## config.mk

```make
export PLATFORM = sky130hd
export DESIGN_NAME = compress_encode_ctrl_flat
export DESIGN_NICKNAME = d
export VERILOG_FILES = /design/src/rtl/compress_encode_ctrl_pkg.sv /design/src/rtl/compress_encode_ctrl_if.sv /design/src/rtl/compress_encode_ctrl.sv /design/src/flat_wrapper.sv
export SDC_FILE = /design/constraint.sdc
export NUM_CORES = 1
export LEC_CHECK = 0
export CAP_MARGIN = 10
export CORE_MARGIN = 2
export CORE_UTILIZATION = 44
export DETAILED_ROUTE_END_ITERATION = 10
export PLACE_DENSITY = 0.83
export SETUP_SLACK_MARGIN = 0.3
export SYNTH_ARGS = -nofsm -noshare
export SYNTH_HDL_FRONTEND = slang
export SYNTH_SLANG_ARGS = --single-unit
```

## constraint.sdc

```tcl
create_clock -name clk -period 2.05 [get_ports clk]
set_input_delay 0.205 -clock clk [delete_from_list [all_inputs] [get_ports clk]]
set_output_delay 0.205 -clock clk [all_outputs]
set_load 0.1 [all_outputs]
```

## src/rtl/compress_encode_ctrl_pkg.sv

```systemverilog
// Shared constants and FSM encoding for the compress/encode sequencer.
package compress_encode_ctrl_pkg;

  localparam int CE_N_PAIRS  = 128;
  localparam int CE_AW       = 7;
  localparam int CE_OAW      = 7;
  localparam int CE_WD_LIMIT = 64;
  localparam int CE_WP_DD4   = 32;
  localparam int CE_WP_DD10  = 80;

  typedef enum logic [2:0] {
    ST_IDLE,
    ST_CLR,
    ST_ISSUE,
    ST_DRAIN,
    ST_DONE
  } ce_state_e;

endpackage

```

## src/rtl/compress_encode_ctrl_if.sv

```systemverilog
// Handshake bundle between the sequencer, coefficient RAM, datapath and output sink.
interface compress_encode_ctrl_if
  import compress_encode_ctrl_pkg::*;
#(
  parameter int AW  = CE_AW,
  parameter int OAW = CE_OAW
);
  logic           start;
  logic           dd_sel;
  logic           busy;
  logic           done;
  logic           rd_en;
  logic [AW-1:0]  rd_addr;
  logic           dp_set;
  logic           dp_reset;
  logic           dp_readin;
  logic           dp_readout_ok;
  logic           out_ready;
  logic           out_we;
  logic [OAW-1:0] out_addr;
  logic           err;

  modport slave (
    input  start, dd_sel, dp_readout_ok, out_ready,
    output busy, done, rd_en, rd_addr, dp_set, dp_reset, dp_readin, out_we, out_addr, err
  );

  modport master (
    output start, dd_sel, dp_readout_ok, out_ready,
    input  busy, done, rd_en, rd_addr, dp_set, dp_reset, dp_readin, out_we, out_addr, err
  );
endinterface

```

## src/rtl/compress_encode_ctrl.sv

```systemverilog
// Sequencer for one compress_encode datapath: streams coefficient pairs in, collects word pairs out.
// Optional drain watchdog enabled by defining CE_WATCHDOG_EN.
module compress_encode_ctrl
  import compress_encode_ctrl_pkg::*;
#(
  parameter int N_PAIRS = CE_N_PAIRS,
  parameter int AW      = CE_AW,
  parameter int OAW     = CE_OAW
) (
  input logic                  clk,
  input logic                  reset,
  compress_encode_ctrl_if.slave bus
);

  localparam logic [AW-1:0]  LAST_PAIR = AW'(N_PAIRS - 1);
  localparam logic [OAW-1:0] WP4       = OAW'(CE_WP_DD4);
  localparam logic [OAW-1:0] WP10      = OAW'(CE_WP_DD10);

  ce_state_e      state_q, state_d;
  logic [AW-1:0]  rd_addr_q, rd_addr_d;
  logic [OAW-1:0] wcnt_q, wcnt_d;
  logic           dd_q, dd_d;
  logic [OAW-1:0] wp_target;
  logic           dp_set, out_we;
  logic           done, rd_en, dp_reset, dp_readin;
  logic [AW-1:0]  rd_addr;

`ifdef CE_WATCHDOG_EN
  localparam int              WD_W    = $clog2(CE_WD_LIMIT + 1);
  localparam logic [WD_W-1:0] WD_LAST = WD_W'(CE_WD_LIMIT - 1);
  logic [WD_W-1:0] wd_q, wd_d;
  logic            err_q, err_d;
`endif

  // Sink backpressure freezes the whole datapath, so the clock enable is out_ready itself.
  assign dp_set    = ((state_q == ST_ISSUE) || (state_q == ST_DRAIN)) & bus.out_ready;
  assign out_we    = bus.dp_readout_ok & dp_set;
  assign wp_target = dd_q ? WP10 : WP4;

  always_ff @(posedge clk or negedge reset) begin
    if (!reset) begin
      state_q   <= ST_IDLE;
      rd_addr_q <= '0;
      wcnt_q    <= '0;
      dd_q      <= 1'b0;
`ifdef CE_WATCHDOG_EN
      wd_q      <= '0;
      err_q     <= 1'b0;
`endif
    end else begin
      state_q   <= state_d;
      rd_addr_q <= rd_addr_d;
      wcnt_q    <= wcnt_d;
      dd_q      <= dd_d;
`ifdef CE_WATCHDOG_EN
      wd_q      <= wd_d;
      err_q     <= err_d;
`endif
    end
  end

  always_comb begin
    state_d   = state_q;
    rd_addr_d = rd_addr_q;
    wcnt_d    = wcnt_q;
    dd_d      = dd_q;
    done      = 1'b0;
    rd_en     = 1'b0;
    rd_addr   = rd_addr_q;
    dp_reset  = 1'b0;
    dp_readin = 1'b0;
`ifdef CE_WATCHDOG_EN
    wd_d      = wd_q;
    err_d     = err_q;
`endif

    unique case (state_q)
      ST_IDLE: begin
        if (bus.start) begin
          state_d   = ST_CLR;
          dd_d      = bus.dd_sel;
          rd_addr_d = '0;
          wcnt_d    = '0;
`ifdef CE_WATCHDOG_EN
          wd_d      = '0;
`endif
        end
      end
      ST_CLR: begin
        // Pre-fetch pair 0 so it is on the RAM output in the first ISSUE cycle.
        dp_reset = 1'b1;
        rd_en    = 1'b1;
        state_d  = ST_ISSUE;
      end
      ST_ISSUE: begin
        if (dp_set) begin
          dp_readin = 1'b1;
          if (rd_addr_q == LAST_PAIR) begin
            state_d = ST_DRAIN;
          end else begin
            rd_en     = 1'b1;
            rd_addr   = rd_addr_q + 1'b1;
            rd_addr_d = rd_addr_q + 1'b1;
          end
        end
      end
      ST_DRAIN: begin
        if ((wcnt_q == wp_target) || (out_we && ((wcnt_q + 1'b1) == wp_target)))
          state_d = ST_DONE;
`ifdef CE_WATCHDOG_EN
        if (out_we) begin
          wd_d = '0;
        end else if (dp_set) begin
          if (wd_q == WD_LAST) begin
            err_d   = 1'b1;
            state_d = ST_DONE;
          end else begin
            wd_d = wd_q + 1'b1;
          end
        end
`endif
      end
      ST_DONE: begin
        done    = 1'b1;
        state_d = ST_IDLE;
      end
      default: state_d = ST_IDLE;
    endcase

    if (out_we) wcnt_d = wcnt_q + 1'b1;
  end

  assign bus.busy      = (state_q != ST_IDLE);
  assign bus.done      = done;
  assign bus.rd_en     = rd_en;
  assign bus.rd_addr   = rd_addr;
  assign bus.dp_set    = dp_set;
  assign bus.dp_reset  = dp_reset;
  assign bus.dp_readin = dp_readin;
  assign bus.out_we    = out_we;
  assign bus.out_addr  = wcnt_q;
`ifdef CE_WATCHDOG_EN
  assign bus.err       = err_q;
`else
  assign bus.err       = 1'b0;
`endif

endmodule

```

## src/flat_wrapper.sv

```systemverilog
// flat-port wrapper written by rule: the top's interface ports become plain ports
module compress_encode_ctrl_flat import compress_encode_ctrl_pkg::*;
#(
  parameter int N_PAIRS = CE_N_PAIRS,
  parameter int AW      = CE_AW,
  parameter int OAW     = CE_OAW
)
  (clk, reset, bus_start, bus_dd_sel, bus_dp_readout_ok, bus_out_ready, bus_busy, bus_done, bus_rd_en, bus_rd_addr, bus_dp_set, bus_dp_reset, bus_dp_readin, bus_out_we, bus_out_addr, bus_err);
  compress_encode_ctrl_if #(.AW(AW), .OAW(OAW)) bus_i ();
  input logic clk;
  input logic reset;
  input wire logic [$bits(bus_i.start)-1:0] bus_start;
  input wire logic [$bits(bus_i.dd_sel)-1:0] bus_dd_sel;
  input wire logic [$bits(bus_i.dp_readout_ok)-1:0] bus_dp_readout_ok;
  input wire logic [$bits(bus_i.out_ready)-1:0] bus_out_ready;
  output wire logic [$bits(bus_i.busy)-1:0] bus_busy;
  output wire logic [$bits(bus_i.done)-1:0] bus_done;
  output wire logic [$bits(bus_i.rd_en)-1:0] bus_rd_en;
  output wire logic [$bits(bus_i.rd_addr)-1:0] bus_rd_addr;
  output wire logic [$bits(bus_i.dp_set)-1:0] bus_dp_set;
  output wire logic [$bits(bus_i.dp_reset)-1:0] bus_dp_reset;
  output wire logic [$bits(bus_i.dp_readin)-1:0] bus_dp_readin;
  output wire logic [$bits(bus_i.out_we)-1:0] bus_out_we;
  output wire logic [$bits(bus_i.out_addr)-1:0] bus_out_addr;
  output wire logic [$bits(bus_i.err)-1:0] bus_err;
  assign bus_i.start = bus_start;
  assign bus_i.dd_sel = bus_dd_sel;
  assign bus_i.dp_readout_ok = bus_dp_readout_ok;
  assign bus_i.out_ready = bus_out_ready;
  assign bus_busy = bus_i.busy;
  assign bus_done = bus_i.done;
  assign bus_rd_en = bus_i.rd_en;
  assign bus_rd_addr = bus_i.rd_addr;
  assign bus_dp_set = bus_i.dp_set;
  assign bus_dp_reset = bus_i.dp_reset;
  assign bus_dp_readin = bus_i.dp_readin;
  assign bus_out_we = bus_i.out_we;
  assign bus_out_addr = bus_i.out_addr;
  assign bus_err = bus_i.err;
  compress_encode_ctrl #(.N_PAIRS(N_PAIRS), .AW(AW), .OAW(OAW)) u_core (.clk(clk), .reset(reset), .bus(bus_i));
endmodule
```

Word-level counts from Yosys, hierarchy flattened
Cells that the tools add are included.
{"block": "classes", "add_sub_neg": 2, "eq_ne": 11, "mux": 20, "n_bitwise": 2, "n_reduce_logical": 12}
{"cell": "$mux 7", "count": 7}
{"cell": "$add 7x1->7 const B", "count": 2}
{"cell": "$eq 7x7->1", "count": 2}
{"cell": "$pmux 7 s2", "count": 1}
{"cell": "$mux 3", "count": 4}
{"cell": "$pmux 3 s4", "count": 1}
{"cell": "$eq 7x7->1 const B", "count": 1}
{"cell": "$eq 3x2->1 const B", "count": 2}
{"cell": "$mux 1", "count": 6}
{"cell": "$ne 2x2->1 const B", "count": 3}
{"cell": "$reduce_and 2->1", "count": 3}
{"cell": "$reduce_bool 2->1", "count": 3}
{"cell": "$reduce_and 4->1", "count": 1}
{"cell": "$eq 3x1->1 const B", "count": 1}
{"cell": "$eq 3x3->1 const B", "count": 1}
{"cell": "$logic_not 3->1", "count": 1}
{"cell": "$reduce_bool 3->1", "count": 1}
{"cell": "$and 1x1->1", "count": 2}
{"cell": "$logic_or 1x1->1", "count": 2}
{"cell": "$ne 2x1->1 const B", "count": 1}
{"cell": "$pmux 1 s2", "count": 1}
{"cell": "$logic_and 1x1->1", "count": 1}
{"block": "word_totals", "register_bits": 18, "in_bits": 6, "out_inout_bits": 22, "elab_cells": 51}

Longest topological paths before layout
Gate-level depths: netlist of the first run.
{"block": "logic_depth", "depth_word": 8, "ltp_mapped": 8, "depth_no_buf": 6}

Worst setup path after synthesis of the first run
No wires, ideal clock.
{"block": "synth_path", "path_type": "reg-to-reg", "startpoint": "reg u_core.state_q[2]", "endpoint": "reg u_core.rd_addr_q[6]", "arrival_time_ns": 3.721, "t_required_ns": 1.980, "slack_ns": -1.741, "stages_incl_launch_ff": 6, "synth_period_minus_slack_ns": 3.791, "path_cell_list": "dfrtp_1 > and3b_1 > buf_2 > nor2b_1 > a41o_1 > and2_1"}
{"block": "synth_between", "elab_chain_len": 5, "elab_cells_between_ends": 10}
{"item": "start, declared", "line": "compress_encode_ctrl.sv:19", "source": "ce_state_e state_q, state_d;"}
{"item": "start signal, assigned", "line": "compress_encode_ctrl.sv:51", "source": "state_q <= state_d;"}
{"item": "$eq 3x2->1", "line": "compress_encode_ctrl.sv:36", "source": "assign dp_set = ((state_q == ST_ISSUE) || (state_q == ST_DRAIN)) & bus.out_ready;"}
{"item": "$logic_or 1x1->1 *", "line": "compress_encode_ctrl.sv:36"}
{"item": "$and 1x1->1 *", "line": "compress_encode_ctrl.sv:36"}
{"item": "via bus_dp_set", "line": "flat_wrapper.sv:20", "source": "output wire logic [$bits(bus_i.dp_set)-1:0] bus_dp_set;"}
{"item": "$mux 7 *"}
{"item": "$pmux 7 s2 *", "line": "compress_encode_ctrl.sv:77", "source": "unique case (state_q)"}
{"item": "end signal, assigned", "line": "compress_encode_ctrl.sv:52", "source": "rd_addr_q <= rd_addr_d;"}
{"item": "end, declared", "line": "compress_encode_ctrl.sv:20", "source": "logic [AW-1:0] rd_addr_q, rd_addr_d;"}
The timed path passes the listed nets; every way through them passes the cells marked *.
A chain may end at the register's enable or synchronous reset.

Final worst setup path of the first run
{"block": "layout_path", "startpoint": "reg u_core.state_q[2]", "endpoint": "out bus_rd_addr[5]"}
{"block": "layout_between", "elab_chain_len": 5, "elab_cells_between_ends": 6}
{"item": "$eq 3x2->1 (on tied branches)", "line": "compress_encode_ctrl.sv:36, compress_encode_ctrl.sv:77"}
{"item": "$logic_or 1x1->1", "line": "compress_encode_ctrl.sv:36"}
{"item": "$and 1x1->1", "line": "compress_encode_ctrl.sv:36"}
{"item": "$mux 7"}
{"item": "$mux 7 *", "line": "compress_encode_ctrl.sv:77"}
{"item": "end, declared", "line": "flat_wrapper.sv:19", "source": "output wire logic [$bits(bus_i.rd_addr)-1:0] bus_rd_addr;"}
Mark *: on every way between the ends. The rest lies on a longest branch, timed or not.

==> results.md, run 1 <==
- Status: finished, violations left
- Failing checks: setup timing
- Syn_nets: 154
- HPWL after DPL: 2.62 mm
- CP required: 1.85 ns
- Final period util: 112%
- Core Area: 2730 µm²
- Worst IR drop on VDD: 1.62 mV
- CTS tree: built
- Final Hold Viols: 0
- Number of synthesized flops with an enable pin: 0
- Clock skew: 0.00769 ns
- Yosys warning total: 0
- RSZ-0062 raised after global routing: true
- Synth area leader: dfrtp_1
- Sequential-to-total area share from yosys stat: 36.1%
- Share of Yosys cell area claimed by the top area cell type: 36.1%
- Chip height: 57.2 µm
- Worst-path fanout max: 4
- Clk sink count: 18
- Setup violators final: 7
- PortBufs: 26
- Vias in the first global route: 1342
- GPL Wtd Cong: 0.902
- FMAX: 434 MHz
- Syn_area_per_cell: 8.66 µm²
- CTS clk-pin slew, worst paths: 0.11 ns
- Critical path class: reg -> out
- Post-route ant nets: 0
- Syn Inst Count: 144
- Pwr per Cell Area: 1390 nW/µm²
- DRC Markers: 0
- Crit path from: u_core.state_q[2]$_DFFE_PN0P_
- Initial DRC Count: 50
- CP arrival: 2.10 ns
- First-pass DRT Iterations: 4
- Main synth FF type: dfrtp_1
- R2R cell count: 7
- Reg2Reg Setup Slack: 0.20 ns
- Synth cell count leaders: dfrtp_1, nand2_1, nor2_1, o21ai_0, buf_2
- Yosys reg bits: 18
- DIE WIDTH: 57.2 µm
- H-tree levels: 1
- Initial antenna violation count: 0
- Hold WC Path Type: in -> async
- Top-count cell post-synth: dfrtp_1
- R2R Path Start: u_core.rd_addr_q[0]$_DFFE_PN0P_
- Worst setup EP type: primary output
- Diode count: 0
- Largest cells by area after synthesis: dfrtp_1, o21ai_0, nand2_1
- Initial Utilization: 45.6%
- Max-slew violations: 0
- Synth cell types: 46
- Fillers: 149
- Area Overhead vs Synth: 81.6%
- Clk_lat worst skew: 0.32 ns
- Die area: 3280 µm²
- Pleak: 1.03 nW
- Via count: 1356
- First-pass GRT wire length: 6.20 mm
- Max cap viols: 0
- Util after Layout: 82.9%
- Largest net degree at the start of global routing: 19
- Crit path launch type: flip-flop
- Grt total ovfl: 0
- Ports: 28
- R2R Path End: u_core.rd_addr_q[0]$_DFFE_PN0P_
- Row count: 19
- Share of layout cells above drive strength 1: 52.9%
- Final WL: 4.11 mm
- Hold-fix buffers, CTS: 0
- Synth Cell Area: 1250 µm²
- Async set or reset register ratio after synthesis: 100%
- Final worst setup slack: -0.255 ns
- Routed vias/inst: 5.77
- GRT Overall Usage: 25.2%
- Max Root-Sink Buffers: 2
- Power Total: 3.15 mW
- CTS root buf: clkbuf_4
- Crit path time final: 2.31 ns
- TritonCTS Buffers: 3
- DR WL/cell: 17.5 µm
- Layout Nets: 215
==> area by class of cell <==
cell class	count	area [µm²]	area share, %
Clock buffer	4	26.3	1.16
Timing Repair Buffer	64	717	31.6
Tap cell	31	38.8	1.71
Sequential cell	18	474	20.9
Multi-Input combinational cell	113	978	43.2
Inverter	5	31.3	1.38
==> layer usage <==
metal / up-vias / routed length (µm) / part of all wire (%) / GRT usage [%]
li1: 625 / - / - / -
met1: 656 / 1460 / 36 / 26.9
met2: 56 / 2290 / 56 / 44.8
met3: 19 / 206 / 5.0 / 7.03
met4: 0 / 152 / 3.7 / 13.3
met5: - / 0 / 0 / 0
==> kinds of logic after synthesis <==
family                     count (synthesis)  share of synthesized area, %
DFF                                       18                          36.1
and+or+nand+nor                           61                          26.4
AOI/OAI and AO/OA                         35                          18.6
muxes                                      4                          3.41
other                                      1                         0.301
buffers and inverters                     13                          5.01
adders and majority gates                  4                          4.01
xor gates and xnor gates                   8                          6.22
==> metrics by stage <==
| step | hold WS, ns | setup TNS, ns | area, µm² | setup slack (ns) | instances |
|---|---|---|---|---|---|
| 2_1_floorplan | -0.0906 | -1.24 | 1480 | -0.355 | 144 |
| 3_3_place_gp | 0.558 | -0.127 | 1980 | -0.0708 | 215 |
| 3_5_place_dp | 0.565 | -0.354 | 1980 | -0.125 | 215 |
| 4_1_cts | 0.208 | -1.23 | 2150 | -0.229 | 231 |
| 5_1_grt | 0.214 | -1.76 | 2270 | -0.324 | 235 |
| 6_report | 0.209 | -1.25 | 2270 | -0.255 | 235 |
==> what timing repair did <==
| item | CTS | global route |
|---|---|---|
| buffers inserted | 12 | 4 |
| resized for setup | 13 | 25 |
| setup endpoints to repair | 15 | 26 |
| pin swaps | 16 | 11 |
| endpoints found under the hold margin | 0 | 0 |
==> how the worst max path moves through the flow <==
stage                      to  slack, ns  cells past startpoint
4_1_cts        bus_rd_addr[5]      -0.23                      5
2_1_floorplan  bus_rd_addr[5]      -0.35                      6
3_3_place_gp   bus_rd_addr[5]      -0.07                      7
5_1_grt        bus_rd_addr[5]      -0.32                      6
3_5_place_dp   bus_rd_addr[5]      -0.13                      7
6_report       bus_rd_addr[5]      -0.26                      5
==> where the power goes <==
group	switching (mW)	total, mW	internal [mW]	leakage (nW)
sequential	0.0820	0.528	0.446	0.227
combinational	1.43	2.42	0.988	0.785
clock	0.127	0.204	0.0763	0.0150
==> critical path, stage by stage (launching register included) <==
cell and delay, ns:
dfrtp_2 0.44, or3b_4 0.38, or3_4 0.42, nor2_4 0.18
xor2_4 0.18, buf_12 0.19
==> sequential cells by signal, summed over array words and instances (netlist names) <==
register,cells
u_core.bus.out_addr,7
u_core.dd_q,1
u_core.state_q,3
u_core.rd_addr_q,7
==> cell usage in the layout (no fill, tap or decap), types with 2 or more instances in the layout <==
| cell | n |
|---|---|
| a211oi_2 | 2 |
| a21o_1 | 2 |
| a21oi_1 | 4 |
| a22o_1 | 3 |
| a31oi_1 | 3 |
| and2_4 | 2 |
| buf_12 | 14 |
| buf_4 | 33 |
| buf_6 | 11 |
| clkbuf_4 | 3 |
| clkdlybuf4s50_1 | 5 |
| dfrtp_1 | 9 |
| dfrtp_2 | 4 |
| dfrtp_4 | 5 |
| ha_1 | 2 |
| inv_1 | 3 |
| mux2i_1 | 2 |
| nand2_1 | 12 |
| nand2_2 | 2 |
| nand2_4 | 2 |
| nand2b_1 | 2 |
| nand3_1 | 2 |
| nand3b_1 | 2 |
| nand4_1 | 4 |
| nor2_1 | 12 |
| nor2_4 | 4 |
| o21ai_0 | 7 |
| o21ai_1 | 6 |
| o31ai_1 | 2 |
| xnor2_4 | 3 |
| xor2_1 | 3 |
| xor2_4 | 2 |
Note: power is estimated with default switching activity, not from simulation.
==> run 2, diff against run 1 <==
--- a/config.mk
+++ b/config.mk
@@ -5,10 +5,12 @@
 export SDC_FILE = /design/constraint.sdc
 export NUM_CORES = 1
 export LEC_CHECK = 0
+export ABC_AREA = 1
 export CAP_MARGIN = 10
 export CORE_MARGIN = 2
 export CORE_UTILIZATION = 44
 export DETAILED_ROUTE_END_ITERATION = 10
+export HOLD_SLACK_MARGIN = 0.02
 export PLACE_DENSITY = 0.83
 export SETUP_SLACK_MARGIN = 0.3
 export SYNTH_ARGS = -nofsm -noshare
==> run 2 against run 1 <==
Effect of this change:
- the run still ends with setup timing left
- sequential power grew 16%
- power grew 9.2%
- global-route usage shrank 2.9 points
- flip-flop and latch count is the same
- critical path depth grew 4
- critical path type unchanged
==> results.md, run 2 <==
- Status: finished, violations left (unchanged)
- Failing checks: setup timing (unchanged)
- Layout Nets: 244 (was 215)
- Initial Utilization: 45.6% (about the same)
- Most Crowded Layer GR: met2 (unchanged)
- Max cap viols: 0 (unchanged)
- Diode count: 0 (unchanged)
- Post-Place Worst Slack: 0.0348 ns (was -0.125 ns)
- GPL Wtd Cong: 0.920 (was 0.902)
- Largest cells by area after synthesis: dfrtp_1, nand2_1, inv_1 (was dfrtp_1, o21ai_0, nand2_1)
- Clock skew: 0.00709 ns (was 0.00769 ns)
- Crit path time final: 2.25 ns (was 2.31 ns)
- Critical path class: reg -> out (unchanged)
- Hold WC Path Type: in -> async (unchanged)
- TritonCTS Buffers: 3 (unchanged)
- Grt total ovfl: 0 (unchanged)
- CP required: 1.85 ns (about the same)
- Final WL: 4.50 mm (was 4.11 mm)
- DR WL/cell: 17.1 µm (was 17.5 µm)
- Final worst setup slack: -0.205 ns (was -0.255 ns)
- Final non-filler cell total: 264 (was 235)
- GRT Overall Usage: 22.3% (was 25.2%)
- First-pass DRT Iterations: 5 (was 4)
- Yosys reg bits: 18 (unchanged)
- Clk_lat worst skew: 0.32 ns (about the same)
- Critical path's top delay family: flip-flops (was simple AND/OR/NAND/NOR gates)
- Post-route ant nets: 0 (unchanged)
- Share of layout cells above drive strength 1: 46.4% (was 52.9%)
- Synth cell count leaders: nand2_1, inv_1, nand3_1, dfrtp_1, o21ai_0 (was dfrtp_1, nand2_1, nor2_1, o21ai_0, buf_2)
- Met2 usage: 36.0% (was 44.8%)
- Fillers: 163 (was 149)
- Initial DRC Count: 85 (was 50)
- Worst-path cell with the longest stage delay: dfrtp_1 (was dfrtp_2)
- Most common cell after layout, fill and taps aside: nand2_1 (was buf_4)
- Syn Inst Count: 177 (was 144)
- Clk sink count: 18 (unchanged)
- CTS clk-pin slew, worst paths: 0.12 ns (was 0.11 ns)
- Core Area: 2730 µm² (unchanged)
- Synth cell types: 26 (was 46)
- Setup violators final: 6 (was 7)
- Syn_nets: 187 (was 154)
- Initial antenna violation count: 0 (unchanged)
- Main synth FF type: dfrtp_1 (unchanged)
- H-tree levels: 1 (unchanged)
- Crit path launch type: flip-flop (unchanged)
- DIE WIDTH: 57.2 µm (about the same)
- Die area: 3270 µm² (was 3280 µm²)
- Util after Layout: 79.2% (was 82.9%)
- Met3 Usage GRT: 1.81% (was 7.03%)
- Top-count cell post-synth: nand2_1 (was dfrtp_1)
- Row count: 19 (unchanged)
- CP arrival: 2.05 ns (was 2.10 ns)
- Routed vias/inst: 5.69 (was 5.77)
- Worst IR drop on VDD: 1.84 mV (was 1.62 mV)
- Final period util: 110% (was 112%)
- Syn_area_per_cell: 7.04 µm² (was 8.66 µm²)
- Max-slew violations: 0 (unchanged)
- Placed cells: 240 (was 215)
- Area Overhead vs Synth: 73.8% (was 81.6%)
- CP bufs+invs: 2 (was 1)
- CP Cell Sequence: ha_4 > nand3_4 > nor3_4 > nor2_4 > nand3_2 > o211ai_1 > buf_4 > o21ai_4 > buf_12 (was or3b_4 > or3_4 > nor2_4 > xor2_4 > buf_12)
- Most frequent cells in the layout: nand2_1, buf_4, inv_1, nand3_1, buf_12 (was buf_4, buf_12, nand2_1, nor2_1, buf_6)
- Synth Cell Area: 1250 µm² (about the same)
- Async set or reset register ratio after synthesis: 100% (unchanged)
- CTS tree: built (unchanged)
- Largest net degree at the start of global routing: 19 (unchanged)
- FMAX: 444 MHz (was 434 MHz)
- Max Root-Sink Buffers: 2 (unchanged)
- CTS root buf: clkbuf_4 (unchanged)
- Chip height: 57.2 µm (about the same)
- HPWL after DPL: 2.50 mm (was 2.62 mm)
- Crit path largest cell delay: 0.45 ns (was 0.44 ns)
- Worst setup EP type: primary output (unchanged)
- Yosys warning total: 0 (unchanged)
- Share of Yosys cell area claimed by the top area cell type: 36.1% (about the same)
- Worst-path fanout max: 4 (unchanged)
- Final Hold Viols: 0 (unchanged)
- First-pass GRT wire length: 5.66 mm (was 6.20 mm)
- Sequential-to-total area share from yosys stat: 36.1% (about the same)
- Number of synthesized flops with an enable pin: 0 (unchanged)
- RSZ-0062 raised after global routing: true (unchanged)
- DRC Markers: 0 (unchanged)
- GR met1 Demand/Resource: 29.6% (was 26.9%)
- Via count: 1502 (was 1356)
- Synth area leader: dfrtp_1 (unchanged)
- Pleak: 0.997 nW (was 1.03 nW)
- Vias in the first global route: 1329 (was 1342)
- Pwr per Cell Area: 1590 nW/µm² (was 1390 nW/µm²)
- Reg2Reg Setup Slack: 0.23 ns (was 0.20 ns)
- Ports: 28 (unchanged)
- PortBufs: 26 (unchanged)
## run 2: cell count changes after synthesis, sizes merged, moves of 3 or more
cell    before  now
nand4        4    1
a22o         3    0
buf          7    1
inv          4   32
xor2         5    1
o21bai       0    3
and2         3    0
nand3        2   21
o21ai       13   16
a31oi        4    0
nor3         2    7
nand2       17   45
## run 2: area by class of cell
| cell class | instances | area (µm²) | area share (%) |
|---|---|---|---|
| Multi-Input combinational cell | 126 | 870 | 40.2 |
| Timing Repair Buffer | 53 | 621 | 28.7 |
| Sequential cell | 18 | 468 | 21.6 |
| Inverter | 32 | 133 | 6.12 |
| Tap cell | 31 | 38.8 | 1.79 |
| Clock buffer | 4 | 36.3 | 1.68 |
## run 2: timing repair
item,4_1_cts,5_1_grt
setup endpoints to repair,9,16
setup buffers,8,12
resized for setup,6,20
pin swaps,5,11
hold buffers,0,0
## run 2: worst paths after layout
| path | startpoint | endpoint | depth (start not counted) |
|---|---|---|---|
| worst max-delay path | u_core.rd_addr_q[0]$_DFFE_PN0P_ | bus_rd_addr[4] | 9 |
| worst min register to register | u_core.rd_addr_q[3]$_DFFE_PN0P_ | u_core.rd_addr_q[3]$_DFFE_PN0P_ | 2 |
| worst max register to register | u_core.state_q[2]$_DFFE_PN0P_ | u_core.state_q[1]$_DFFE_PN0P_ | 12 |
| max in group asynchronous | reset | u_core.bus.out_addr[1]$_DFFE_PN0P_ | 2 |
| min in group clk | bus_dd_sel | u_core.dd_q$_DFFE_PN0P_ | 3 |
| worst min-delay path | reset | u_core.rd_addr_q[0]$_DFFE_PN0P_ | 2 |
## run 2: through the flow
stage               area, µm²  hold slack, ns  power, mW  setup TNS [ns]
floorplan                1410         -0.0906       2.00               0
global placement         1860           0.558       2.62               0
detailed placement       1860           0.571       2.64               0
CTS                      2010           0.225       3.18          -0.133
global route             2170           0.244       3.56           -1.08
finish                   2170           0.205       3.44          -0.720
## run 2: report_power, final
| part | internal (mW) | leakage, nW | switching [mW] |
|---|---|---|---|
| sequential | 0.463 | 0.227 | 0.148 |
| clock | 0.109 | 0.0210 | 0.133 |
| combinational | 0.911 | 0.748 | 1.68 |
## run 2: cells by family after synthesis
logic type,share of synthesized area [%]
buffers and inverters,10.4
AO/OA/AOI/OAI,13.7
AND/OR/NAND/NOR,34.0
XOR/XNOR,1.41
adder cells (fa/ha/maj),4.02
flip-flops,36.1
other,0.301
## run 2: layer usage
layer	share of wire, %	vias to the layer above
met5	0	-
met2	52	73
met3	5.3	18
li1	-	680
met4	4.0	0
met1	39	731
==> run 3, diff against run 2 <==
--- a/config.mk
+++ b/config.mk
@@ -12,7 +12,7 @@
 export DETAILED_ROUTE_END_ITERATION = 10
 export HOLD_SLACK_MARGIN = 0.02
 export PLACE_DENSITY = 0.83
-export SETUP_SLACK_MARGIN = 0.3
+export SETUP_SLACK_MARGIN = 0.2
 export SYNTH_ARGS = -nofsm -noshare
 export SYNTH_HDL_FRONTEND = slang
 export SYNTH_SLANG_ARGS = --single-unit
==> constraint.sdc (replaced) <==
create_clock -name clk -period 2.34 [get_ports clk]
set_input_delay 0.234 -clock clk [delete_from_list [all_inputs] [get_ports clk]]
set_output_delay 0.234 -clock clk [all_outputs]
set_load 0.1 [all_outputs]
==> run 3 against run 2 <==
Effect of this change:
- the run now ends clean
- combinational power down 35%
- worst hold slack improved by 0.047 ns
- sequential power is 17% lower
- worst setup slack improved by 0.38 ns
- final area decreased by 15%
- clock skew increased by 0.0023 ns
- clock power fell by 31%
- core utilization down 12 points
- flip-flop and latch count unchanged
- critical path depth stayed put
- global-route usage is 0.71 points lower
==> results.md, run 3 (same netlist as run 2, synthesis figures left out) <==
- Initial DRC Count: 52 (was 85)
- Worst-path fanout max: 4 (unchanged)
- HPWL after DPL: 2.32 mm (was 2.50 mm)
- GRT Overall Usage: 21.6% (was 22.3%)
- Post-route setup TNS: 0 ns (was -0.720 ns)
- H-tree levels: 1 (unchanged)
- Pwr per Cell Area: 1290 nW/µm² (was 1590 nW/µm²)
- Placed cells: 237 (was 240)
- CTS clk-pin slew, worst paths: 0.11 ns (was 0.12 ns)
- Max cap viols: 0 (unchanged)
- Final worst setup slack: 0.173 ns (was -0.205 ns)
- Share of layout cells above drive strength 1: 31.6% (was 46.4%)
- Cell area after layout: 1830 µm² (was 2170 µm²)
- Max Root-Sink Buffers: 2 (unchanged)
- TritonCTS Buffers: 3 (unchanged)
- Die area: 3270 µm² (unchanged)
- Status: finished clean (was finished, violations left)
- Worst IR drop on VDD: 1.15 mV (was 1.84 mV)
- PortBufs: 26 (unchanged)
- CTS root buf: clkbuf_4 (unchanged)
- Sequential cell area: 458 µm² (was 468 µm²)
- Layout Nets: 226 (was 244)
- Most common cell after layout, fill and taps aside: nand2_1 (unchanged)
- Initial antenna violation count: 0 (unchanged)
- Setup violators final: 0 (was 6)
- Crit path launch type: flip-flop (unchanged)
- Clock power frac: 7.0% (about the same)
- Multi-input gate area: 768 µm² (was 870 µm²)
- RSZ-0062 raised after global routing: true (unchanged)
- GPL Wtd Cong: 0.888 (was 0.920)
- Hold-fix buffers, CTS: 0 (unchanged)
- Crit path time final: 2.17 ns
- Comb pwr share: 71.4% (was 75.2%)
- Routed vias/inst: 5.26 (was 5.69)
- Largest net degree at the start of global routing: 19 (unchanged)
- Vias in the first global route: 1213 (was 1329)
- Most frequent cells in the layout: nand2_1, inv_1, buf_4, nand3_1, nor2_1 (was nand2_1, buf_4, inv_1, nand3_1, buf_12)
- FMAX: 461 MHz
- Pleak: 0.849 nW (was 0.997 nW)
- Hold WC Path Type: in -> async (unchanged)
- Diode count: 0 (unchanged)
- Core Area: 2730 µm² (unchanged)
- Clk sink count: 18 (unchanged)
- DIE WIDTH: 57.2 µm (unchanged)
- Row count: 19 (unchanged)
- CP arrival: 1.93 ns (was 2.05 ns)
- Fillers: 217 (was 163)
- Internal cell power: 0.938 mW (was 1.48 mW)
- Clock skew: 0.00944 ns (was 0.00709 ns)
- Max-slew violations: 0 (unchanged)
- First-pass GRT wire length: 5.52 mm (was 5.66 mm)
- Area Overhead vs Synth: 46.9% (was 73.8%)
- DR WL/cell: 13.1 µm (was 17.1 µm)
- Switch share: 60.1% (was 56.9%)
- Critical path class: reg -> out (unchanged)
- First-pass DRT Iterations: 4 (was 5)
- DRC Markers: 0 (unchanged)
- Final Hold Viols: 0 (unchanged)
- Switching pwr: 1.42 mW (was 1.96 mW)
- Grt total ovfl: 0 (unchanged)
- Clk_lat worst skew: 0.30 ns (was 0.32 ns)
- Ports: 28 (unchanged)
- CTS tree: built (unchanged)
- Via count: 1294 (was 1502)
- Final period util: 92.6%
- Chip height: 57.2 µm (unchanged)
- Post-Place Worst Slack: 0.311 ns (was 0.0348 ns)
- Final non-filler cell total: 246 (was 264)
- Cell area after placement: 1700 µm² (was 1860 µm²)
- CP required: 2.11 ns (was 1.85 ns)
- Worst setup EP type: primary output (unchanged)
- Sequential share of power: 21.5% (was 17.7%)
- Initial Utilization: 45.6% (unchanged)
- Final WL: 3.22 mm (was 4.50 mm)
- Post-route ant nets: 0 (unchanged)
## run 3: cell types whose count changed in the layout (fill, tap and decap cells not counted), sizes merged
cell,previous run,this run
inv,30,31
buf,48,30
clkinvlp,2,1
## run 3: final cells by class
class                      instances  share of cell area (%)
clock buffer                       4                    1.44
multi-input combinational        126                    42.0
inverter                          32                    6.90
timing repair buffer              35                    22.6
tap                               31                    2.12
sequential                        18                    25.0
## run 3: power groups by stage
stage / combinational (mW) / clock [mW] / sequential, mW
global route: 1.76 / 0.188 / 0.527
detailed placement: 1.62 / 0 / 0.501
floorplan: 1.03 / 0 / 0.616
finish: 1.68 / 0.166 / 0.507
CTS: 1.64 / 0.171 / 0.504
global placement: 1.61 / 0 / 0.499
## run 3: path summary, 6_finish.rpt
check,endpoint,cells past startpoint,from,slack [ns]
max reg2reg,u_core.state_q[1]$_DFFE_PN0P_,11,u_core.state_q[2]$_DFFE_PN0P_,0.61
max,bus_rd_addr[3],9,u_core.rd_addr_q[0]$_DFFE_PN0P_,0.17
max in group asynchronous,u_core.bus.out_addr[0]$_DFFE_PN0P_,2,reset,1.86
min reg2reg,u_core.rd_addr_q[3]$_DFFE_PN0P_,2,u_core.rd_addr_q[3]$_DFFE_PN0P_,0.60
min,u_core.rd_addr_q[5]$_DFFE_PN0P_,2,reset,0.25
min in group clk,u_core.dd_q$_DFFE_PN0P_,3,bus_dd_sel,0.54
## run 3: through the flow
stage	total power, mW	utilization, %	hold slack, ns
finish	2.35	67.0	0.251
global route	2.48	67.0	0.268
CTS	2.32	65.2	0.262
detailed placement	2.12	62.1	0.580
global placement	2.11	62.1	0.559
floorplan	1.65	-	-0.0616
## run 3: timing repair
item,in CTS,in global routing
setup buffers,3,2
endpoints found under the setup margin,6,8
pin swaps,3,6
gates resized for setup,8,11
## run 3: metal layers
layer	share of wire [%]	up-vias	global-route usage, %
met5	0	-	0
met4	2.0	0	6.31
met3	4.4	8	4.08
met2	49	38	33.5
met1	44	597	30.9
li1	-	651	-
## run 3: worst max-delay path, stage by stage (launching register included)
cell      delay [ns]
dfrtp_2         0.45
ha_4            0.18
nand3_4         0.08
nor3_4          0.06
nor2_4          0.18
nand2_2         0.09
o21bai_1        0.22
nand3_2         0.11
nand2_2         0.10
buf_12          0.17
